## src/rtl/multi_timer_if.sv

```systemverilog
// Memory-bus and interrupt signals between the core side and multi_timer.
// The master modport is the bus/interrupt-controller side; slave is the timer.
interface multi_timer_if #(
  parameter int NUM_CH = 4
) ();
  logic [31:0]       mem_addr;
  logic [31:0]       mem_wdata;
  logic              mem_we;
  logic              mem_re;
  logic [31:0]       mem_rdata;
  logic              irq;
  logic [NUM_CH-1:0] irq_vec;

  modport master (
    output mem_addr, mem_wdata, mem_we, mem_re,
    input  mem_rdata, irq, irq_vec
  );

  modport slave (
    input  mem_addr, mem_wdata, mem_we, mem_re,
    output mem_rdata, irq, irq_vec
  );
endinterface

```

## src/rtl/multi_timer.sv

```systemverilog
// Prescaled free-running counter with NUM_CH compare channels (one-shot or
// periodic), sticky W1C status and per-channel interrupt enables.
module multi_timer #(
  parameter logic [31:0] BASE_ADDR = 32'h4000_3000,
  parameter int          NUM_CH    = 4,
  parameter int          CNT_WIDTH = 48
) (
  input  logic           clk,
  input  logic           rst,
  multi_timer_if.slave   bus
);
  localparam int CW = CNT_WIDTH;

  logic        hit, wr, rd;
  logic [5:0]  word;
  logic        ch_space;
  logic [3:0]  ch_sel;
  logic [1:0]  ch_reg;

  assign hit      = (bus.mem_addr[31:8] == BASE_ADDR[31:8]);
  assign wr       = hit && bus.mem_we;
  assign rd       = hit && bus.mem_re;
  assign word     = 6'(bus.mem_addr[7:0] >> 2);
  assign ch_space = (word[5:3] != 3'd0);
  assign ch_sel   = word[5:2] - 4'd2;
  assign ch_reg   = word[1:0];

  logic wr_ctrl, wr_cnt_lo, wr_cnt_hi, wr_status, wr_irq_en, rd_cnt_lo;
  assign wr_ctrl   = wr && (word == 6'd0);
  assign wr_cnt_lo = wr && (word == 6'd1);
  assign wr_cnt_hi = wr && (word == 6'd2);
  assign wr_status = wr && (word == 6'd3);
  assign wr_irq_en = wr && (word == 6'd4);
  assign rd_cnt_lo = rd && (word == 6'd1);

  logic              en_q;
  logic [15:0]       prescale_q;
  logic [15:0]       div_q, div_d;
  logic [CW-1:0]     cnt_q, cnt_d;
  logic [31:0]       cnt_stage_q;
  logic [31:0]       cnt_shadow_q;
  logic [NUM_CH-1:0] status_q, status_d;
  logic [NUM_CH-1:0] irq_en_q;
  logic [NUM_CH-1:0] match;
  logic              tick;

  assign tick = en_q && (div_q == prescale_q);

  always_comb begin
    div_d = div_q + 16'd1;
    if (wr_ctrl || !en_q || tick) div_d = '0;
    // A committed CNT write overrides the tick of the same cycle.
    cnt_d = cnt_q;
    if (wr_cnt_hi)  cnt_d = CW'({bus.mem_wdata, cnt_stage_q});
    else if (tick)  cnt_d = cnt_q + CW'(1);
    status_d = status_q;
    if (wr_status) status_d = status_q & ~bus.mem_wdata[NUM_CH-1:0];
    status_d = status_d | match;
  end

  always_ff @(posedge clk or posedge rst) begin
    if (rst) begin
      en_q         <= 1'b0;
      prescale_q   <= '0;
      div_q        <= '0;
      cnt_q        <= '0;
      cnt_stage_q  <= '0;
      cnt_shadow_q <= '0;
      status_q     <= '0;
      irq_en_q     <= '0;
    end else begin
      div_q    <= div_d;
      cnt_q    <= cnt_d;
      status_q <= status_d;
      if (wr_ctrl) begin
        en_q       <= bus.mem_wdata[0];
        prescale_q <= bus.mem_wdata[31:16];
      end
      if (wr_cnt_lo) cnt_stage_q  <= bus.mem_wdata;
      if (rd_cnt_lo) cnt_shadow_q <= 32'(cnt_q >> 32);
      if (wr_irq_en) irq_en_q     <= bus.mem_wdata[NUM_CH-1:0];
    end
  end

  logic [31:0] ch_rdata [16];

  for (genvar gi = 0; gi < NUM_CH; gi++) begin : g_ch
    logic [CW-1:0] cmp_q, cmp_d;
    logic [31:0]   stage_q, period_q;
    logic          arm_q, arm_d, periodic_q;
    logic          sel, wr_lo, wr_hi, wr_ctl, wr_per, match_k;

    assign sel    = ch_space && (ch_sel == 4'(gi));
    assign wr_lo  = wr && sel && (ch_reg == 2'd0);
    assign wr_hi  = wr && sel && (ch_reg == 2'd1);
    assign wr_ctl = wr && sel && (ch_reg == 2'd2);
    assign wr_per = wr && sel && (ch_reg == 2'd3);

    assign match_k   = arm_q && (cnt_q >= cmp_q);
    assign match[gi] = match_k;

    // Software writes take priority over the reload / one-shot disarm.
    always_comb begin
      cmp_d = cmp_q;
      arm_d = arm_q;
      if (wr_hi)                       cmp_d = CW'({bus.mem_wdata, stage_q});
      else if (match_k && periodic_q)  cmp_d = cmp_q + CW'(period_q);
      if (wr_ctl)                      arm_d = bus.mem_wdata[0];
      else if (match_k && !periodic_q) arm_d = 1'b0;
    end

    always_ff @(posedge clk or posedge rst) begin
      if (rst) begin
        cmp_q      <= '1;
        stage_q    <= '0;
        period_q   <= '0;
        arm_q      <= 1'b0;
        periodic_q <= 1'b0;
      end else begin
        cmp_q <= cmp_d;
        arm_q <= arm_d;
        if (wr_lo)  stage_q    <= bus.mem_wdata;
        if (wr_ctl) periodic_q <= bus.mem_wdata[1];
        if (wr_per) period_q   <= bus.mem_wdata;
      end
    end

    assign ch_rdata[gi] = (ch_reg == 2'd0) ? cmp_q[31:0] :
                          (ch_reg == 2'd1) ? 32'(cmp_q >> 32) :
                          (ch_reg == 2'd2) ? {30'd0, periodic_q, arm_q} :
                                             period_q;
  end

  for (genvar gi = NUM_CH; gi < 16; gi++) begin : g_no_ch
    assign ch_rdata[gi] = '0;
  end

  always_comb begin
    bus.mem_rdata = '0;
    if (rd) begin
      if (ch_space) begin
        bus.mem_rdata = ch_rdata[ch_sel];
      end else begin
        case (word)
          6'd0:    bus.mem_rdata = {prescale_q, 15'd0, en_q};
          6'd1:    bus.mem_rdata = cnt_q[31:0];
          6'd2:    bus.mem_rdata = cnt_shadow_q;
          6'd3:    bus.mem_rdata = 32'(status_q);
          6'd4:    bus.mem_rdata = 32'(irq_en_q);
          default: bus.mem_rdata = '0;
        endcase
      end
    end
  end

  assign bus.irq_vec = status_q & irq_en_q;
  assign bus.irq     = |(status_q & irq_en_q);
endmodule
```

## src/flat_wrapper.sv

```systemverilog
// flat-port wrapper written by rule: the top's interface ports become plain ports
module multi_timer_flat 
#(
  parameter logic [31:0] BASE_ADDR = 32'h4000_3000,
  parameter int          NUM_CH    = 4,
  parameter int          CNT_WIDTH = 48
)
  (clk, rst, bus_mem_addr, bus_mem_wdata, bus_mem_we, bus_mem_re, bus_mem_rdata, bus_irq, bus_irq_vec);
  multi_timer_if #(.NUM_CH(NUM_CH)) bus_i ();
  input  logic clk;
  input  logic rst;
  input wire logic [$bits(bus_i.mem_addr)-1:0] bus_mem_addr;
  input wire logic [$bits(bus_i.mem_wdata)-1:0] bus_mem_wdata;
  input wire logic [$bits(bus_i.mem_we)-1:0] bus_mem_we;
  input wire logic [$bits(bus_i.mem_re)-1:0] bus_mem_re;
  output wire logic [$bits(bus_i.mem_rdata)-1:0] bus_mem_rdata;
  output wire logic [$bits(bus_i.irq)-1:0] bus_irq;
  output wire logic [$bits(bus_i.irq_vec)-1:0] bus_irq_vec;
  assign bus_i.mem_addr = bus_mem_addr;
  assign bus_i.mem_wdata = bus_mem_wdata;
  assign bus_i.mem_we = bus_mem_we;
  assign bus_i.mem_re = bus_mem_re;
  assign bus_mem_rdata = bus_i.mem_rdata;
  assign bus_irq = bus_i.irq;
  assign bus_irq_vec = bus_i.irq_vec;
  multi_timer #(.BASE_ADDR(BASE_ADDR), .NUM_CH(NUM_CH), .CNT_WIDTH(CNT_WIDTH)) u_core (.clk(clk), .rst(rst), .bus(bus_i));
endmodule
```

## config.mk

```make
export PLATFORM = sky130hd
export DESIGN_NAME = multi_timer_flat
export DESIGN_NICKNAME = d
export VERILOG_FILES = /design/src/rtl/multi_timer_if.sv /design/src/rtl/multi_timer.sv /design/src/flat_wrapper.sv
export SDC_FILE = /design/constraint.sdc
export NUM_CORES = 2
export LEC_CHECK = 0
export CORE_MARGIN = 4
export CORE_UTILIZATION = 34
export DETAILED_ROUTE_END_ITERATION = 10
export HOLD_SLACK_MARGIN = 0.06
export RECOVER_POWER = 50
export SLEW_MARGIN = 25
export SYNTH_ARGS = -nofsm -noshare
export SYNTH_HDL_FRONTEND = slang
export SYNTH_SLANG_ARGS = --single-unit
```

## constraint.sdc

```tcl
create_clock -name clk -period 26.9 [get_ports clk]
set_clock_uncertainty 0.2 [all_clocks]
set_input_delay 5.38 -clock clk [delete_from_list [all_inputs] [get_ports clk]]
set_output_delay 5.38 -clock clk [all_outputs]
set_load 0.05 [all_outputs]
```

==> metrics.cfg <==
[clock_network]
clk_path_buf_depth = 3
post_cts_buffers = 0
cts_htree_levels = 3
clock-sinks = 593
clock_latency_ns = 0.64
cts_tree = done
cts_resized = 0
cts_hold_buffers = 0
clk_pin_slew_ns = 0.06
cts_made_buffers = 70
cts-root-buf = clkbuf_16

[drt]
antenna_left = 0
wl_mm = 136
first_pass_iters = 6
drc = 0
num_vias = 33500
drt_iter0_markers = 2762
viasPerCell = 5.75
post_drt_wl_per_cell_um = 23.4

[floorplan]
dieArea_mm2 = 0.124
die_w_um = 352
rows = 125
die_y_um = 352
ioPinCount = 105
core_mm2 = 0.117
initial_utilization_pct = 34.5

[synthesis]
yosys.area.top_type = dfrtp_1
synth_edf_count = 0
synth_top_area_share_pct = 24.9
synth_cell_types = 94
ys_ff_latch = 593
yosysWarnings = 0
async_reset_ff_share_pct = 100
ys.flop_type = dfrtp_1
ys_top_cells_by_area = dfrtp_1, dfstp_2, ha_1, mux2_2, o21ai_0
mappedNetlistNets = 4637
syn_inst = 4241
synth_area_per_cell_um2 = 9.49
yosysSeqAreaShare_pct = 37.5
netlist_area_mm2 = 0.0403

[power]
ir_worst_vdd_mv = 0.0455
p_total_mw = 2.04
power_density_mw_per_mm2 = 45.1
p_leak_nw = 22.1

[worst_setup_path]
cp-start-kind = input port
cp_max_fo = 63
crit_arrival_ns = 14.98
critical_path_class = in2out
cp.required_ns = 21.32
crit_path_end_kind = output pin

[final_layout]
fillers = 11600
drive_above_1_share_pct = 17.4
syn_to_final_growth_pct = 12.3
final_nets = 4630
diodes = 0
postLayoutCellArea_mm2 = 0.0452

[timing]
final_max_slew_viol_count = 818
tightest_slew_ns = 4.72
min_period_over_period_pct = 76.4
setup_ws_ns = 6.34
max_slew_margin_pct = -216
rsz0062_at_grt = false
max_freq_mhz = 48.6
period_minus_slack_ns = 20.56
final-setup-viol-count = 0
hold_violations = 0
tns_ns = 0
hold_ws_ns = 0.269

[global_route]
grt_pass1_vias = 32000
grt_pass1_wl_mm = 205
grt_use_total_pct = 21.3
antenna_found_initial = 1
grt_start_max_net_pins = 102
grt.overflow.total = 0

[placement]
dp_slack_ns = 11.68
routabilityCongestion = 0.950
place.detailed.hpwl_mm = 98.8
io_buffers = 102
place_area_mm2 = 0.0428

[outcome]
violations = capacitance limit, slew limit
status = finished with violations

[hold_path]
hold_path.class = reg2reg

[flow_run]
cap_violations = 16

per-stage QoR:
stage          utilization, %  cells
3_5_place_dp             36.6   5686
2_1_floorplan               -   4241
6_report                 38.7   5815
5_1_grt                  38.7   5815
4_1_cts                  38.7   5815
3_3_place_gp             36.6   5685
logic make-up (layout without fill, tap and decap cells):
family / count (synthesis) / count (layout) / share of synthesized area [%]
XOR/XNOR: 229 / 229 / 4.98
AO/OA/AOI/OAI: 1110 / 1110 / 17.7
adder cells (fa/ha/maj): 328 / 328 / 10.3
buffers and inverters: 467 / 517 / 4.43
AND/OR/NAND/NOR: 1054 / 1054 / 12.4
multiplexers: 460 / 460 / 12.8
flip-flops: 593 / 593 / 37.5
cell usage in the layout, fill, tap and decap left out, types with 78 or more instances in the layout:
master | synthesis | final
mux2_2 | 327 | 327
nand2_1 | 387 | 382
xnor2_1 | 142 | 142
inv_1 | 233 | 232
mux2i_1 | 123 | 123
nor2_1 | 257 | 256
clkdlybuf4s50_1 | 0 | 93
dfrtp_1 | 401 | 401
a21oi_1 | 260 | 259
dfstp_2 | 192 | 192
xor2_1 | 87 | 87
o21ai_0 | 332 | 331
a21o_1 | 144 | 144
ha_1 | 324 | 324
nand3_1 | 78 | 78
worst paths after layout:
path | end | from | cells past startpoint | slack (ns)
min in group asynchronous | u_core.g_ch[2].stage_q[28] | rst | 2 | 6.45
max in group asynchronous | u_core.g_ch[1].period_q[4] | rst | 4 | 12.35
worst max register to register | u_core.g_ch[0].cmp_q[22] | u_core.g_ch[0].cmp_q[45] | 14 | 21.30
worst min-delay path | u_core.g_ch[0].cmp_q[4] | u_core.g_ch[0].stage_q[4] | 2 | 0.27
worst min register to register | u_core.g_ch[0].cmp_q[4] | u_core.g_ch[0].stage_q[4] | 2 | 0.27
worst max-delay path | bus_mem_rdata[22] | bus_mem_addr[2] | 9 | 6.34
worst max-delay path, cell delays in order:
cell             delay [ns]
clkbuf_1               2.27
clkbuf_1               1.94
and2_0                 0.32
clkbuf_1               2.41
a221oi_1               0.49
nor4_1                 0.78
a31oi_1                0.26
nor2_1                 0.17
clkdlybuf4s50_1        0.82
sequential cells by signal, summed over array words and instances (netlist names), 16 cells and up:
signal                cells
u_core.cnt_q             48
u_core.cnt_shadow_q      16
u_core.cnt_stage_q       32
u_core.div_q             16
u_core.g_ch.cmp_q       192
u_core.g_ch.period_q    128
u_core.g_ch.stage_q     128
u_core.prescale_q        16
area by class of cell:
type	instances	area, um^2	share of cell area, %
Timing Repair Buffer	155	1370	3.03
Inverter	233	876	1.94
Clock inverter	30	429	0.950
Clock buffer	99	2040	4.52
Sequential cell	593	15100	33.4
Multi-Input combinational cell	3181	23500	52.0
Tap cell	1524	1910	4.22
synth_stat cells, drive strengths merged (14+ instances only):
master and number:
dfrtp 401, nand2 387, o21ai 342, mux2 327, ha 324, a21oi 261
nor2 257, inv 233, dfstp 192, clkbuf 173, a21o 144, xnor2 142
mux2i 123, xor2 87, nand3 78, a221oi 74, nand4 69, a31oi 61
buf 61, nor3 48, and3 39, nor4 32, o211ai 31, a22oi 30
nor2b 26, o21a 25, a211oi 24, and2 22, and4 20, nand2b 18
or3 17, a41oi 16, o21bai 14
power by group:
| group | leakage (nW) | switching (mW) | total [mW] | internal, mW |
|---|---|---|---|---|
| clock | 1.21 | 0.417 | 1.04 | 0.628 |
| sequential | 7.36 | 0.00000136 | 0.894 | 0.894 |
| combinational | 13.5 | 0.0742 | 0.0980 | 0.0237 |
| total | 22.1 | 0.491 | 2.04 | 1.55 |
layer usage:
metal / share of wire (%) / global-route usage (%)
met4: 3.9 / 7.63
met5: 0 / 0
met1: 45 / 29.6
met3: 7.3 / 3.79
met2: 44 / 33.1
(Power assumes the default switching activity.)
